<file path="src/rtl/timer_bank_pkg.sv">
// Shared register map, global-page select and CTRL field layout for the timer bank.
// Imported by the channel, the top level and the bench so offsets live in one place.
package timer_bank_pkg;

  localparam logic [1:0] REG_COUNT    = 2'd0;
  localparam logic [1:0] REG_COMPARE  = 2'd1;
  localparam logic [1:0] REG_CTRL     = 2'd2;
  localparam logic [1:0] REG_STATUS   = 2'd3;
  localparam logic [1:0] REG_PRESCALE = 2'd0;
  localparam logic [1:0] REG_PENDING  = 2'd1;

  localparam logic [3:0] GLOBAL_SEL = 4'hF;

  localparam int CTRL_EN = 0;
  localparam int CTRL_AR = 1;
  localparam int CTRL_IE = 2;

  typedef struct packed {
    logic ie;
    logic ar;
    logic en;
  } ctrl_t;

endpackage

</file>
<file path="src/rtl/timer_bank_if.sv">
// Register-access bus for the timer bank: write/read strobes, address, data.
// rdata is registered by the slave; the strobes never stall.
interface timer_bank_if #(
  parameter int WIDTH = 32
);
  logic             we;
  logic             re;
  logic [5:0]       addr;
  logic [WIDTH-1:0] wdata;
  logic [WIDTH-1:0] rdata;

  modport master (output we, output re, output addr, output wdata, input rdata);
  modport slave  (input we, input re, input addr, input wdata, output rdata);
endinterface

</file>
<file path="src/rtl/timer_chan.sv">
// One timer channel: COUNT/COMPARE/CTRL/FLAG with tick-driven compare-match.
// State updates on the edge after the strobe; no backpressure.
module timer_chan
  import timer_bank_pkg::*;
#(
  parameter int WIDTH = 32
) (
  input  logic             clk,
  input  logic             rst,
  input  logic             tick_i,
  input  logic             cnt_we_i,
  input  logic             cmp_we_i,
  input  logic             ctrl_we_i,
  input  logic             w1c_i,
  input  logic [WIDTH-1:0] wdata_i,
  output logic [WIDTH-1:0] count_o,
  output logic [WIDTH-1:0] compare_o,
  output logic [2:0]       ctrl_o,
  output logic             flag_o
);

  logic [WIDTH-1:0] count_q, count_d;
  logic [WIDTH-1:0] compare_q, compare_d;
  ctrl_t            ctrl_q, ctrl_d;
  logic             flag_q, flag_d;

  // Priority order is deliberate: a match set beats W1C, a COUNT write
  // suppresses the tick entirely, and a CTRL write beats the one-shot clear.
  always_comb begin
    count_d   = count_q;
    compare_d = cmp_we_i ? wdata_i : compare_q;
    ctrl_d    = ctrl_q;
    flag_d    = flag_q;
    if (w1c_i) flag_d = 1'b0;
    if (cnt_we_i) begin
      count_d = wdata_i;
    end else if (tick_i && ctrl_q.en) begin
      if (count_q == compare_q) begin
        flag_d  = 1'b1;
        count_d = '0;
        if (!ctrl_q.ar) ctrl_d.en = 1'b0;
      end else begin
        count_d = count_q + WIDTH'(1);
      end
    end
    if (ctrl_we_i) ctrl_d = ctrl_t'(wdata_i[2:0]);
  end

  always_ff @(posedge clk or posedge rst) begin
    if (rst) begin
      count_q   <= '0;
      compare_q <= '1;
      ctrl_q    <= '0;
      flag_q    <= 1'b0;
    end else begin
      count_q   <= count_d;
      compare_q <= compare_d;
      ctrl_q    <= ctrl_d;
      flag_q    <= flag_d;
    end
  end

  assign count_o   = count_q;
  assign compare_o = compare_q;
  assign ctrl_o    = ctrl_q;
  assign flag_o    = flag_q;

endmodule

</file>
<file path="src/rtl/timer_bank.sv">
// Bank of N_CH compare-match timers sharing one prescaled tick; rdata one cycle after re.
// Prescaler present only with TIMER_BANK_PRESCALE_EN defined, else tick every cycle.
module timer_bank
  import timer_bank_pkg::*;
#(
  parameter int N_CH  = 4,
  parameter int WIDTH = 32,
  parameter int PS_W  = 16
) (
  input  logic            clk,
  input  logic            rst,
  timer_bank_if.slave     bus,
  output logic [N_CH-1:0] irq,
  output logic            irq_any
);

  logic [3:0]       ch_sel;
  logic [1:0]       reg_sel;
  logic             tick;
  logic [WIDTH-1:0] ps_rd;
  logic [WIDTH-1:0] rd_val;
  logic [WIDTH-1:0] rdata_q;

  logic [WIDTH-1:0] count_w   [N_CH];
  logic [WIDTH-1:0] compare_w [N_CH];
  logic [2:0]       ctrl_w    [N_CH];
  logic [N_CH-1:0]  flag_w;

  assign ch_sel  = bus.addr[5:2];
  assign reg_sel = bus.addr[1:0];

`ifdef TIMER_BANK_PRESCALE_EN
  logic [PS_W-1:0] ps_q, ps_d, pcnt_q, pcnt_d;
  logic            ps_we;

  assign ps_we = bus.we && (ch_sel == GLOBAL_SEL) && (reg_sel == REG_PRESCALE);
  assign tick  = (pcnt_q == ps_q);
  assign ps_rd = WIDTH'(ps_q);

  // Writing PRESCALE restarts the phase so the first tick lands PRESCALE+1 cycles later.
  always_comb begin
    ps_d   = ps_we ? PS_W'(bus.wdata) : ps_q;
    pcnt_d = (ps_we || tick) ? '0 : pcnt_q + PS_W'(1);
  end

  always_ff @(posedge clk or posedge rst) begin
    if (rst) begin
      ps_q   <= '0;
      pcnt_q <= '0;
    end else begin
      ps_q   <= ps_d;
      pcnt_q <= pcnt_d;
    end
  end
`else
  assign tick  = 1'b1;
  assign ps_rd = WIDTH'({PS_W{1'b0}});
`endif

  for (genvar i = 0; i < N_CH; i++) begin : g_chan
    logic hit;
    assign hit = bus.we && (ch_sel == 4'(i));

    timer_chan #(.WIDTH(WIDTH)) u_chan (
      .clk       (clk),
      .rst       (rst),
      .tick_i    (tick),
      .cnt_we_i  (hit && (reg_sel == REG_COUNT)),
      .cmp_we_i  (hit && (reg_sel == REG_COMPARE)),
      .ctrl_we_i (hit && (reg_sel == REG_CTRL)),
      .w1c_i     (hit && (reg_sel == REG_STATUS) && bus.wdata[0]),
      .wdata_i   (bus.wdata),
      .count_o   (count_w[i]),
      .compare_o (compare_w[i]),
      .ctrl_o    (ctrl_w[i]),
      .flag_o    (flag_w[i])
    );

    assign irq[i] = flag_w[i] & ctrl_w[i][CTRL_IE];
  end

  assign irq_any = |irq;

  always_comb begin
    rd_val = '0;
    if (ch_sel == GLOBAL_SEL) begin
      case (reg_sel)
        REG_PRESCALE: rd_val = ps_rd;
        REG_PENDING:  rd_val = WIDTH'(flag_w);
        default:      rd_val = '0;
      endcase
    end else begin
      for (int i = 0; i < N_CH; i++) begin
        if (ch_sel == 4'(i)) begin
          case (reg_sel)
            REG_COUNT:   rd_val = count_w[i];
            REG_COMPARE: rd_val = compare_w[i];
            REG_CTRL:    rd_val = WIDTH'(ctrl_w[i]);
            default:     rd_val = WIDTH'(flag_w[i]);
          endcase
        end
      end
    end
  end

  always_ff @(posedge clk or posedge rst) begin
    if (rst)         rdata_q <= '0;
    else if (bus.re) rdata_q <= rd_val;
  end

  assign bus.rdata = rdata_q;

endmodule

</file>
<file path="src/flat_wrapper.sv">
// flat-port wrapper written by rule: the top's interface ports become plain ports
module timer_bank_flat import timer_bank_pkg::*;
#(
  parameter int N_CH  = 4,
  parameter int WIDTH = 32,
  parameter int PS_W  = 16
)
  (clk, rst, irq, irq_any, bus_we, bus_re, bus_addr, bus_wdata, bus_rdata);
  timer_bank_if #(.WIDTH(WIDTH)) bus_i ();
  input  logic clk;
  input  logic rst;
  output logic [N_CH-1:0] irq;
  output logic irq_any;
  input wire logic [$bits(bus_i.we)-1:0] bus_we;
  input wire logic [$bits(bus_i.re)-1:0] bus_re;
  input wire logic [$bits(bus_i.addr)-1:0] bus_addr;
  input wire logic [$bits(bus_i.wdata)-1:0] bus_wdata;
  output wire logic [$bits(bus_i.rdata)-1:0] bus_rdata;
  assign bus_i.we = bus_we;
  assign bus_i.re = bus_re;
  assign bus_i.addr = bus_addr;
  assign bus_i.wdata = bus_wdata;
  assign bus_rdata = bus_i.rdata;
  timer_bank #(.N_CH(N_CH), .WIDTH(WIDTH), .PS_W(PS_W)) u_core (.clk(clk), .rst(rst), .bus(bus_i), .irq(irq), .irq_any(irq_any));
endmodule
</file>
<file path="config.mk">
export PLATFORM = sky130hd
export DESIGN_NAME = timer_bank_flat
export DESIGN_NICKNAME = d
export VERILOG_FILES = /design/src/rtl/timer_bank_pkg.sv /design/src/rtl/timer_bank_if.sv /design/src/rtl/timer_chan.sv /design/src/rtl/timer_bank.sv /design/src/flat_wrapper.sv
export SDC_FILE = /design/constraint.sdc
export NUM_CORES = 1
export LEC_CHECK = 0
export CAP_MARGIN = 20
export CORE_ASPECT_RATIO = 0.9
export CORE_MARGIN = 10
export CORE_UTILIZATION = 45
export DETAILED_ROUTE_END_ITERATION = 12
export PLACE_DENSITY_LB_ADDON = 0.2
export SYNTH_ARGS = -nofsm -noshare
export SYNTH_HDL_FRONTEND = slang
export SYNTH_SLANG_ARGS = --single-unit
</file>
<file path="constraint.sdc">
create_clock -name clk -period 19.95 [get_ports clk]
set_input_delay 3.99 -clock clk [delete_from_list [all_inputs] [get_ports clk]]
set_output_delay 3.99 -clock clk [all_outputs]
set_load 0.02 [all_outputs]
</file>
==> results.md, run 1 <==
Min path:
- The path class of the tightest hold or removal check is reg2reg.
- The startpoint of the tightest hold check path is u_core.g_chan[1].u_chan.compare_o[22]$_DFFE_PP1P_.

Timing:
- At the pin with the least slew margin, the transition time is 1.03 ns.
- The number of hold violations in the final report is 0.
- The tightest hold margin is 0.499 ns.
- Of the available clock period, the critical path in the final layout requires 33.9%.
- The number of endpoints failing setup at the final stage is 0.
- Between clock sinks in the finished design, the worst skew comes to 0.0198 ns.
- Setup repair after global routing left no endpoint under its margin.
- The maximum clock rate is 148 MHz.
- The headroom to the max-slew limit is 31.3%.
- The worst path in the final design needs a cycle of 6.76 ns, including I/O delays and setup.
- Adding up every negative setup slack in the final design gives 0 ns.
- The final number of max-transition violations is 0.

Setup path:
- Among all stages on the critical path, the largest delay is contributed by nand3_2.
- At the worst endpoint, the required time is 20.40 ns.
- The arrival time at the worst endpoint is 7.21 ns.
- The signal on the critical path passes through clkdlybuf4s50_1 -> nor2_1 -> and3_1 -> nand3_2 -> mux2_1.
- The number of buffers and inverters on the critical path is 1.
- STA classifies the critical path endpoint as a register.
- On the worst path, the slowest cell contributes a delay of 0.88 ns.
- The launching element of the worst setup path is bus_addr[5].
- The largest fanout of any net on the critical path is 33.
- The kind of cell adding the most delay to the critical path is simple AND/OR/NAND/NOR gates.
- The reg-to-reg critical path startpoint is u_core.g_chan[1].u_chan.compare_o[24]$_DFFE_PP1P_.
- The critical path is of the in2reg type.
- The type of origin of the critical path is an input pin.

Yosys:
- After synthesis, flip-flops and latches occupy 41.8% of the total area.
- Counting flops with an async set or reset pin after synthesis yields a share of 100%.
- The synthesized area divided by synthesized cell count is 9.62 sq um.
- The register bit total from synthesis is 304.
- The number of synthesis warnings is 0.
- Among all flip-flop cells after synthesis, the most frequent one is dfrtp_1.
- The number of nets in the synthesized netlist is 1977.
- The number of different library cells used by synthesis comes to 65.
- Counting every instance in the synthesized netlist gives 1931.
- The netlist area before placement is 18600 sq um.
- The synthesized design contains 0 enable-type register cells.

Detailed routing:
- For this run, design rule violations remaining after detail routing come to 0.
- Once detail routing completed, the nets flagged for antenna violations numbered 0.
- The detailed-router iteration count before antenna repair is 5.
- Dividing the detail-routed via count by the number of cells gives 6.41.
- For this block, the routed nets add up to 65100 um of wire.
- The number of DRC markers after the initial detailed-route iteration is 1906.
- The wire length per cell is 25.9 um.
- The final route contains 16100 vias.

Floorplanning:
- The initial standard-cell utilization of the core is 45.6%.
- The width of the chip is 234 um.
- The number of core rows is 70.
- The die height is 213 um.
- The number of top-level design ports is 79.
- The area inside the core boundary is 40700 sq um.
- The total die area is 49800 sq um.

Place:
- The estimated wirelength of the detail-placed design is 46300 um.
- The area of placed instances is 19800 sq um.
- Input and output buffers added on the ports amount to 78.
- At the end of routability-driven placement, the weighted congestion stood at 0.935.
- The number of placed instances, taps included is 2445.

Final layout:
- At the end of the flow, the number of nets in the layout was 1990.
- Cells fill 51.3% of the core in the end.
- Of the cells placed in the final design, the portion with a size suffix greater than 1 is 20.3%.
- The final non-filler cell total is 2511.
- The area added between synthesis and finish is 12.4%.
- The final instance area is 20900 sq um.

Clock network:
- Clock-pin slew was measured on the worst setup and hold paths at 0.06 ns.
- The clock root buffer master is clkbuf_16.
- The clock reaches the later pin of the worst-skew pair after 0.54 ns.
- The number of sinks on the clock net is 304.
- TritonCTS built the clock tree.
- After clock tree synthesis, the repair step resized 0 gates.
- The number of clock buffers inserted by TritonCTS is 35.
- The deepest level of the CTS H-tree is 2.
- The number of buffers added to fix hold violations after cts is 0.
- The count of buffers added by post-CTS timing repair for setup is 0.
- The buffer depth of the longest clock path is 3.

GRT:
- The first-pass GRT wire length is 96900 um.
- The number of global-route vias before repair came to 15200.
- The total congestion overflow after global routing is 0.
- The largest net degree at the start of global routing is 107.
- The number of antenna violations at the first check in global routing was 4.
- The combined global-route utilization of all metal layers is 25.8%.

Outcome:
- The flow ran to the end, and the final reports show no timing, DRC or antenna violations.

Pwr:
- Dividing total power by cell area gives a power density of 101 nW/um^2.
- In this run the static leakage power is 8.21 nW.
- The peak supply drop is 0.0577 mV.

Job:
- The max capacitance violation total is 0.
==> flip-flops by register name (all words and copies together), names as in the netlist <==
signal and count:
u_core.bus.rdata 32, u_core.g_chan.u_chan.compare_o 128, u_core.g_chan.u_chan.flag_o 4, u_core.g_chan.u_chan.ctrl_o 12, u_core.g_chan.u_chan.count_o 128
==> final cells by class <==
class	count	area, sq um
diodes	2	5.00
clock buffers	57	1070
clock inverters	5	25.0
fillers	3724	19800
inverters	31	124
multi-input cells	1462	10200
flip-flops and latches	304	7770
well taps	540	676
repair buffers	110	1020
==> cell usage in the layout (no fill, tap or decap), types with 13 or more instances in the layout <==
| master | synthesis | routed |
|---|---|---|
| and3_1 | 30 | 30 |
| nor3_1 | 38 | 36 |
| a22oi_1 | 21 | 21 |
| o21ai_1 | 33 | 33 |
| nand4_1 | 38 | 38 |
| dfrtp_1 | 176 | 176 |
| a21oi_1 | 105 | 105 |
| nor4_1 | 39 | 38 |
| xor2_1 | 135 | 135 |
| a31oi_1 | 54 | 54 |
| mux2_1 | 29 | 29 |
| o22ai_1 | 16 | 16 |
| nand3_1 | 64 | 61 |
| o21ai_0 | 129 | 129 |
| clkdlybuf4s50_1 | 0 | 74 |
| inv_1 | 29 | 28 |
| buf_4 | 2 | 33 |
| or3_1 | 20 | 20 |
| clkbuf_16 | 0 | 37 |
| nand2_1 | 174 | 173 |
| nor2_1 | 174 | 172 |
| mux2i_1 | 44 | 44 |
| mux4_2 | 48 | 48 |
| nand3b_1 | 13 | 13 |
| clkbuf_1 | 96 | 13 |
| mux2_2 | 115 | 115 |
| dfstp_2 | 128 | 128 |
| or4_1 | 13 | 13 |
==> layer usage <==
metal,part of all wire [%],vias up,wire length [um],global-route usage (%)
met5,0.034,-,22,0
met4,3.2,4,2070,8.85
met3,11,111,7010,6.61
met2,42,871,27500,36.7
met1,44,8035,28500,37.1
li1,-,7081,-,-
==> worst min-delay path, stage by stage, from the launching register on <==
cell and delay [ns]:
dfstp_2 0.38, nand2_1 0.04, o21ai_0 0.07
==> cell families (layout without fill, tap and decap cells) <==
family,after synthesis,in the layout,synth area share (%)
xor+xnor,139,139,6.55
compound gates,414,414,12.9
buf+inv,165,203,3.56
other cells,0,2,0
simple gates,669,669,18.0
fa+ha+maj,4,4,0.269
flops,304,304,41.8
mux,236,236,16.9
==> worst paths after layout <==
kind / endpoint / slack, ns / cells after the start
setup / recovery: u_core.g_chan[3].u_chan.compare_o[18]$_DFFE_PP1P_ / 13.19 / 5
hold / removal: u_core.g_chan[1].u_chan.compare_o[22]$_DFFE_PP1P_ / 0.50 / 2
setup reg to reg: u_core.g_chan[1].u_chan.count_o[27]$_DFFE_PP0P_ / 16.81 / 8
hold reg to reg: u_core.g_chan[1].u_chan.compare_o[22]$_DFFE_PP1P_ / 0.50 / 2
max in group asynchronous: u_core.g_chan[1].u_chan.count_o[9]$_DFFE_PP0P_ / 13.70 / 4
min in group asynchronous: u_core.g_chan[3].u_chan.count_o[29]$_DFFE_PP0P_ / 3.99 / 2
==> where the power goes <==
part	internal (mW)	leakage, nW	total, mW	switching (mW)
Sequential	0.754	3.30	0.945	0.191
Clock	0.366	0.541	0.627	0.261
Combinational	0.236	4.37	0.545	0.309
Total	1.36	8.21	2.12	0.761
==> synth_stat cells, types with 7 or more instances <==
master	instances	area, sq um
inv_1	29	109
a21oi_1	105	526
nand4_1	38	238
nor4_1	39	244
mux4_2	48	1080
and4_1	7	61.3
nor2_1	174	653
a31oi_1	54	338
nor2b_1	12	75.1
nand2_1	174	653
buf_2	22	110
o21ai_0	129	646
mux2i_1	44	440
nand4b_1	7	61.3
o22ai_1	16	100
and3_1	30	188
dfstp_2	128	3360
nand3_1	64	320
a22oi_1	21	158
or4_1	13	97.6
xor2_1	135	1180
mux2_2	115	1290
and2_1	12	75.1
mux2_1	29	327
nand3b_1	13	97.6
o31ai_1	10	75.1
buf_1	13	48.8
nor3_1	38	190
clkbuf_1	96	360
or3_1	20	125
o21ai_1	33	165
dfrtp_1	176	4400
==> stage by stage <==
step                      total power [mW]  worst slack, ns
after global routing                  2.21            12.99
after detailed placement              1.48            12.73
after CTS                             2.11            13.28
after floorplan                       1.26             7.77
after global placement                1.46            12.86
final                                 2.12            13.19
(Power assumes the default switching activity.)
==> run 2: changes to the inputs <==
==> constraint.sdc (replaced) <==
create_clock -name clk -period 7.1 [get_ports clk]
set_input_delay 1.42 -clock clk [delete_from_list [all_inputs] [get_ports clk]]
set_output_delay 1.42 -clock clk [all_outputs]
set_load 0.02 [all_outputs]
==> run 2 against run 1 <==
Register-to-register slack worse by 13 ns. Largest cell class unchanged. Clock skew shrank 0.0037 ns. Clock power rose to 3.0 times the previous value. Setup slack lost 10 ns. Sequential share of layout area fell by 0.16 points. Cell count stayed put. Highest routed layer unchanged. Largest power group unchanged. Global-route usage up 0.29 points. Sequential power increased to 2.8 times the previous value. Die area is the same. Hold slack better by 0.0060 ns.
==> results.md, run 2 (synthesis results as in run 1) <==
Detailed routing:
- The final antenna-violating net count is 0 (unchanged).
- The remaining design rule violation count is 0 (unchanged).
- The via-per-instance ratio is 6.36 (was 6.41).
- The detailed-router iteration count before antenna repair came to 7 (was 5).
- The total vias in the final route is 16000 (was 16100).
- The wire length per cell is 26.1 um (was 25.9 um).
- The aggregate routed wire length is 65500 um (was 65100 um).
- The number of DRC markers after the initial detailed-route iteration is 1802 (was 1906).

GRT:
- The number of antenna violations at the first check in global routing came to 4 (unchanged).
- The layer with the highest usage after global routing is met1 (unchanged).
- The first-pass GRT wire length is 98700 um (was 96900 um).
- The largest net degree at the start of global routing was 124 (was 107).
- The total congestion overflow after global routing was 0 (unchanged).
- The met2 layer usage reported by global route is 37.3% (was 36.7%).
- The number of global-route vias before repair was 15200 (about the same).
- The combined global-route utilization of all metal layers is 26.1% (was 25.8%).
- The global-route met1 utilization is 38.3% (was 37.1%).
- The routing usage on met3 is 5.75% (was 6.61%).

Timing:
- The maximum clock rate is 239 MHz.
- The final number of max-transition violations came to 0 (unchanged).
- The number of endpoints failing setup at the final stage is 0 (unchanged).
- The accumulated negative setup slack is 0 ns (unchanged).
- The transition at the pin with the smallest max-transition slack is 1.12 ns (was 1.03 ns).
- The headroom to the max-slew limit is 25.4% (was 31.3%).
- The final clock skew is 0.0161 ns (was 0.0198 ns).
- The number of hold violations in the final report is 0 (unchanged).
- Counting I/O delays and the setup requirement, the final critical path takes 4.19 ns.
- Unrepaired setup endpoints after global routing: no (unchanged).
- The final critical-path share of the clock period is 59.0%.
- The slack of the critical path was 2.91 ns (was 13.19 ns).
- The tightest hold margin is 0.505 ns (was 0.499 ns).

Setup path:
- Series of cell instances along the critical path: clkdlybuf4s50_1 -> and3_1 -> nand3_2 -> mux2_1 (was clkdlybuf4s50_1 -> nor2_1 -> and3_1 -> nand3_2 -> mux2_1).
- The maximum single-stage delay on the critical path came to 0.90 ns (was 0.88 ns).
- The required time at the endpoint of the critical path was 7.55 ns (was 20.40 ns).
- The worst-path cell with the longest stage delay is and3_1 (was nand3_2).
- The type of origin of the critical path is an input pin (unchanged).
- The largest fanout of any net on the critical path is 33 (unchanged).
- The register-to-register setup slack is 3.67 ns (was 16.81 ns).
- The category of the most critical setup path is in2reg (unchanged).
- The arrival time at the worst endpoint came to 4.64 ns (was 7.21 ns).
- The type of destination of the critical path is a register (unchanged).

Floorplanning:
- The number of top-level design ports came to 79 (unchanged).
- The area inside the core boundary was 40700 sq um (unchanged).
- The width of the chip was 234 um (unchanged).
- The total die area is 49800 sq um (unchanged).
- The number of core rows is 70 (unchanged).
- The die height is 213 um (unchanged).
- The initial standard-cell utilization of the core is 45.6% (unchanged).

Clock network:
- The deepest level of the CTS H-tree is 2 (unchanged).
- The number of cells upsized or downsized after cts is 0 (unchanged).
- The count of buffers added by post-CTS timing repair for setup is 0 (unchanged).
- The number of buffers added to fix hold violations after cts is 0 (unchanged).
- The later-pin clock latency in the skew report is 0.53 ns (was 0.54 ns).
- The clock root buffer master is clkbuf_16 (unchanged).
- The buffer depth of the longest clock path came to 3 (unchanged).
- The clock transition at the registers of the reported paths is 0.06 ns (about the same).
- The number of sinks on the clock net was 304 (unchanged).
- The clock tree from TritonCTS was done (unchanged).
- The number of clock buffers inserted by TritonCTS was 36 (was 35).

Final layout:
- The multi-input gate area in the final layout is 10200 sq um (unchanged).
- The final instance area is 21000 sq um (was 20900 sq um).
- The area added between synthesis and finish is 12.9% (was 12.4%).
- The number of filler instances in the final layout is 3758 (was 3724).
- The layout cell share with drive strength beyond 1 is 20.4% (was 20.3%).
- Commonest cells after routing, fill and taps aside: dfrtp_1, nand2_1, nor2_1, xor2_1, o21ai_0 (unchanged).
- The area used by sequential logic in the layout is 7770 sq um (unchanged).
- The net total in the final layout is 1990 (unchanged).
- The most common library cell in the layout ignoring fill and taps is dfrtp_1 (unchanged).
- The utilization after layout was 51.5% (was 51.3%).

Outcome:
- Run status: completed (unchanged).

Pwr:
- The cell leakage power is 8.24 nW (was 8.21 nW).
- The peak supply drop is 0.168 mV (was 0.0577 mV).
- The power density over the cells is 290 nW/um^2 (was 101 nW/um^2).

Place:
- The routability congestion estimate came to 0.949 (was 0.935).
- The area of placed instances is 19800 sq um (about the same).
- The estimated wirelength of the detail-placed design came to 46500 um (was 46300 um).
- The count of input and output buffers is 78 (unchanged).
- The placement-stage worst setup slack is 2.45 ns (was 12.73 ns).

Min path:
- The worst min-delay path category was reg2reg (unchanged).

Job:
- The max capacitance violation total is 0 (unchanged).
run 2: cell count changes in the layout (fill, tap and decap cells not counted):
cell,change
buf_12,+2
buf_4,-3
inv_8,-1
bufinv_16,+3
clkbuf_1,-1
clkbuf_8,-1
clkinv_2,-1
clkinv_1,+1
diode_2,-1
clkinvlp_4,+2
run 2: report_power, final:
group	internal, mW	leakage (nW)	switching, mW
clock	1.13	0.573	0.760
combinational	0.665	4.37	0.859
sequential	2.12	3.30	0.542
total	3.91	8.24	2.16
run 2: layout make-up:
cell class	instances	area share [%]
Antenna cell	1	0.0119
Clock buffer	55	5.02
Clock inverter	9	0.579
Inverter	31	0.573
Multi-Input combinational cell	1462	48.6
Sequential cell	304	37.0
Tap cell	540	3.22
Timing Repair Buffer	109	4.94
run 2: worst paths after layout:
path                                                                    from                                                end  cells after the start
min reg2reg                u_core.g_chan[1].u_chan.compare_o[22]$_DFFE_PP1P_  u_core.g_chan[1].u_chan.compare_o[22]$_DFFE_PP1P_                      2
max reg2reg                u_core.g_chan[1].u_chan.compare_o[26]$_DFFE_PP1P_    u_core.g_chan[1].u_chan.count_o[16]$_DFFE_PP0P_                      8
max in group asynchronous                                                rst    u_core.g_chan[1].u_chan.count_o[23]$_DFFE_PP0P_                      3
min in group asynchronous                                                rst    u_core.g_chan[3].u_chan.count_o[25]$_DFFE_PP0P_                      2
min                        u_core.g_chan[1].u_chan.compare_o[22]$_DFFE_PP1P_  u_core.g_chan[1].u_chan.compare_o[22]$_DFFE_PP1P_                      2
max                                                              bus_addr[3]  u_core.g_chan[3].u_chan.compare_o[27]$_DFFE_PP1P_                      4
run 2: stage by stage:
step	cells	power, mW
after global placement	2444	4.11
after detailed placement	2445	4.15
after CTS	2509	6.05
after global routing	2510	6.35
final	2511	6.07
after floorplan	1931	3.56
run 2: metal layers:
| metal | up-vias | part of all wire (%) |
|---|---|---|
| met5 | - | 0.017 |
| met4 | 2 | 2.8 |
| met3 | 107 | 9.6 |
| met2 | 752 | 42 |
| met1 | 8052 | 45 |
| li1 | 7058 | - |
run 2: worst max-delay path: cells and delay by family:
family	cells	cell delay, ns
muxes	1	0.63
buffers and inverters	1	0.75
and+or+nand+nor	2	1.80
==> run 3: changes to the inputs <==
==> constraint.sdc (replaced) <==
create_clock -name clk -period 3.8 [get_ports clk]
set_input_delay 0.76 -clock clk [delete_from_list [all_inputs] [get_ports clk]]
set_output_delay 0.76 -clock clk [all_outputs]
set_load 0.02 [all_outputs]
==> run 3 against run 2 <==
Global-route usage about the same. Hold slack better by 0.0023 ns. Sequential power increased by 86%. Clock skew increased by 0.0035 ns. First-iteration DRC count up 1.7%. Core utilization is 0.56 points higher. Sequential cell count is the same. Cell count grew 1.0%. Largest cell class unchanged. Highest routed layer unchanged.
==> results.md, run 3 (synthesis results as in run 1) <==
Timing:
- The accumulated negative setup slack is 0 ns (unchanged).
- The number of endpoints failing setup at the final stage was 0 (unchanged).
- The final clock skew is 0.0196 ns (was 0.0161 ns).
- The final number of max-transition violations is 0 (unchanged).
- The final critical-path share of the clock period is 82.3%.
- The headroom to the max-slew limit is 39.4% (was 25.4%).
- The number of hold violations in the final report is 0 (unchanged).
- The transition at the pin with the smallest max-transition slack was 0.903 ns (was 1.12 ns).
- The maximum clock rate is 320 MHz.
- The slack of the critical path is 0.672 ns (was 2.91 ns).
- Unrepaired setup endpoints after global routing: no (unchanged).
- The worst path needs 3.13 ns of the cycle, external delays included.

Pwr:
- The relative contribution of the clock network to total power is 30.2% (was 31.1%).
- The power spent charging and discharging nets is 4.04 mW (was 2.16 mW).
- The cell leakage power was 8.39 nW (was 8.24 nW).
- The cell internal power dissipation was 7.22 mW (was 3.91 mW).
- The power density over the cells is 531 nW/um^2 (was 290 nW/um^2).
- The peak supply drop was 0.337 mV (was 0.168 mV).
- The total power draw is 11.3 mW (was 6.07 mW).
- The sequential share of power is 43.9% (was 43.8%).
- The share of total power consumed by net switching is 35.9% (was 35.6%).
- The combinational share of power was 25.9% (was 25.1%).

Detailed routing:
- The remaining design rule violation count was 0 (unchanged).
- The total vias in the final route was 16000 (about the same).
- The final antenna-violating net count is 0 (unchanged).
- The aggregate routed wire length was 65500 um (about the same).
- The detailed-router iteration count before antenna repair was 5 (was 7).
- The number of DRC markers after the initial detailed-route iteration is 1833 (was 1802).
- The wire length per cell is 25.8 um (was 26.1 um).
- The via-per-instance ratio is 6.32 (was 6.36).

Min path:
- The worst min-delay path endpoint was u_core.g_chan[1].u_chan.compare_o[22]$_DFFE_PP1P_ (unchanged).
- The cell depth of the worst hold path is 2 (unchanged).
- The worst min-delay path category is reg2reg (unchanged).
- The startpoint of the tightest hold check path was u_core.g_chan[1].u_chan.compare_o[22]$_DFFE_PP1P_ (unchanged).

GRT:
- The largest net degree at the start of global routing is 68 (was 124).
- The first-pass GRT wire length is 97800 um (was 98700 um).
- The total congestion overflow after global routing is 0 (unchanged).
- The number of antenna violations at the first check in global routing is 2 (was 4).
- The number of global-route vias before repair came to 14900 (was 15200).
- The combined global-route utilization of all metal layers is 26.1% (about the same).

Final layout:
- The net total in the final layout is 2016 (was 1990).
- The layout cell share with drive strength beyond 1 is 21.4% (was 20.4%).
- The final antenna diode count was 0 (was 1).
- Commonest cells after routing, fill and taps aside: dfrtp_1, nand2_1, nor2_1, xor2_1, o21ai_0 (unchanged).
- The number of filler instances in the final layout is 3712 (was 3758).
- The final instance area is 21200 sq um (was 21000 sq um).
- The area used by sequential logic in the layout was 7770 sq um (unchanged).
- The most common library cell in the layout ignoring fill and taps is dfrtp_1 (unchanged).
- The multi-input gate area in the final layout is 10200 sq um (unchanged).
- The area added between synthesis and finish is 14.1% (was 12.9%).

Floorplanning:
- The total die area came to 49800 sq um (unchanged).
- The initial standard-cell utilization of the core was 45.6% (unchanged).
- The number of core rows is 70 (unchanged).
- The width of the chip came to 234 um (unchanged).
- The area inside the core boundary is 40700 sq um (unchanged).
- The number of top-level design ports is 79 (unchanged).
- The die height is 213 um (unchanged).

Clock network:
- The clock transition at the registers of the reported paths was 0.05 ns (was 0.06 ns).
- The clock root buffer master is clkbuf_16 (unchanged).
- The count of buffers added by post-CTS timing repair for setup is 0 (unchanged).
- The clock tree from TritonCTS is done (unchanged).
- The number of buffers added to fix hold violations after cts is 0 (unchanged).
- The number of sinks on the clock net was 304 (unchanged).
- The deepest level of the CTS H-tree is 2 (unchanged).
- The number of clock buffers inserted by TritonCTS is 36 (unchanged).
- The later-pin clock latency in the skew report came to 0.54 ns (was 0.53 ns).
- The buffer depth of the longest clock path is 3 (unchanged).
- The number of cells upsized or downsized after cts came to 0 (unchanged).

Place:
- The area of placed instances was 20100 sq um (was 19800 sq um).
- The estimated wirelength of the detail-placed design is 47900 um (was 46500 um).
- The routability congestion estimate is 0.928 (was 0.949).
- The count of input and output buffers is 78 (unchanged).
- The placement-stage worst setup slack came to 0.488 ns (was 2.45 ns).

Setup path:
- The type of destination of the critical path is an output port (was register).
- The depth of the worst register-to-register path is 8 (unchanged).
- The arrival time at the worst endpoint is 2.37 ns (was 4.64 ns).
- The endpoint of the worst register-to-register path is u_core.g_chan[0].u_chan.count_o[18]$_DFFE_PP0P_ (was u_core.g_chan[1].u_chan.count_o[16]$_DFFE_PP0P_).
- The register-to-register setup slack is 0.92 ns (was 3.67 ns).
- The largest fanout of any net on the critical path was 5 (was 33).
- The required time at the endpoint of the critical path is 3.04 ns (was 7.55 ns).
- The reg-to-reg critical path startpoint is u_core.g_chan[0].u_chan.count_o[23]$_DFFE_PP0P_ (was u_core.g_chan[1].u_chan.compare_o[26]$_DFFE_PP1P_).
- The launching element of the worst setup path is u_core.g_chan[2].u_chan.flag_o$_DFF_PP0_ (was bus_addr[3]).
- The type of origin of the critical path is a register (was input pin).
- The category of the most critical setup path is reg2out (was in2reg).

Outcome:
- Run status: completed (unchanged).

Job:
- The max capacitance violation total is 0 (unchanged).
==> run 3: power groups by stage <==
stage                     clock network [mW]  registers [mW]  logic [mW]
final                                   3.40            4.94        2.91
after global routing                    3.58            5.02        3.15
after CTS                               3.45            4.90        2.87
after detailed placement                   0            4.95        2.85
after global placement                     0            4.92        2.81
after floorplan                            0            4.55        2.09
==> run 3: area by class of cell <==
cell class | instances | share of cell area [%]
clock inverter | 5 | 0.118
tap | 540 | 3.19
timing repair buffer | 135 | 6.16
clock buffer | 59 | 5.23
sequential | 304 | 36.6
inverter | 31 | 0.567
multi-input combinational | 1462 | 48.1
==> run 3: routing by layer <==
layer | vias to the layer above | track usage, % | routed length (um)
li1 | 7117 | - | -
met1 | 8083 | 38.3 | 30000
met2 | 697 | 37.1 | 27700
met3 | 121 | 5.41 | 5350
met4 | 2 | 8.98 | 2340
met5 | - | 0 | 8
==> run 3: worst max path at each step <==
stage                                                                  to  depth (start not counted)
after floorplan                           u_core.bus.rdata[0]$_DFFE_PP0P_                          1
after global placement    u_core.g_chan[0].u_chan.count_o[24]$_DFFE_PP0P_                          8
after detailed placement  u_core.g_chan[0].u_chan.count_o[24]$_DFFE_PP0P_                          8
after CTS                                                         irq_any                          3
after global routing                                              irq_any                          3
final                                                             irq_any                          3
==> run 3: critical path, cell delays in order, from the launching register on <==
cell             delay [ns]
dfrtp_1                0.42
and2_1                 0.31
or4_1                  0.56
clkdlybuf4s50_1        0.56
==> run 3: per-stage QoR <==
step | util [%] | std cells | hold WS, ns
after CTS | 52.0 | 2536 | 0.507
after global routing | 52.0 | 2536 | 0.520
after detailed placement | 49.3 | 2472 | 0.498
after global placement | 49.3 | 2472 | 0.486
final | 52.0 | 2536 | 0.508
after floorplan | - | 1931 | 0.473
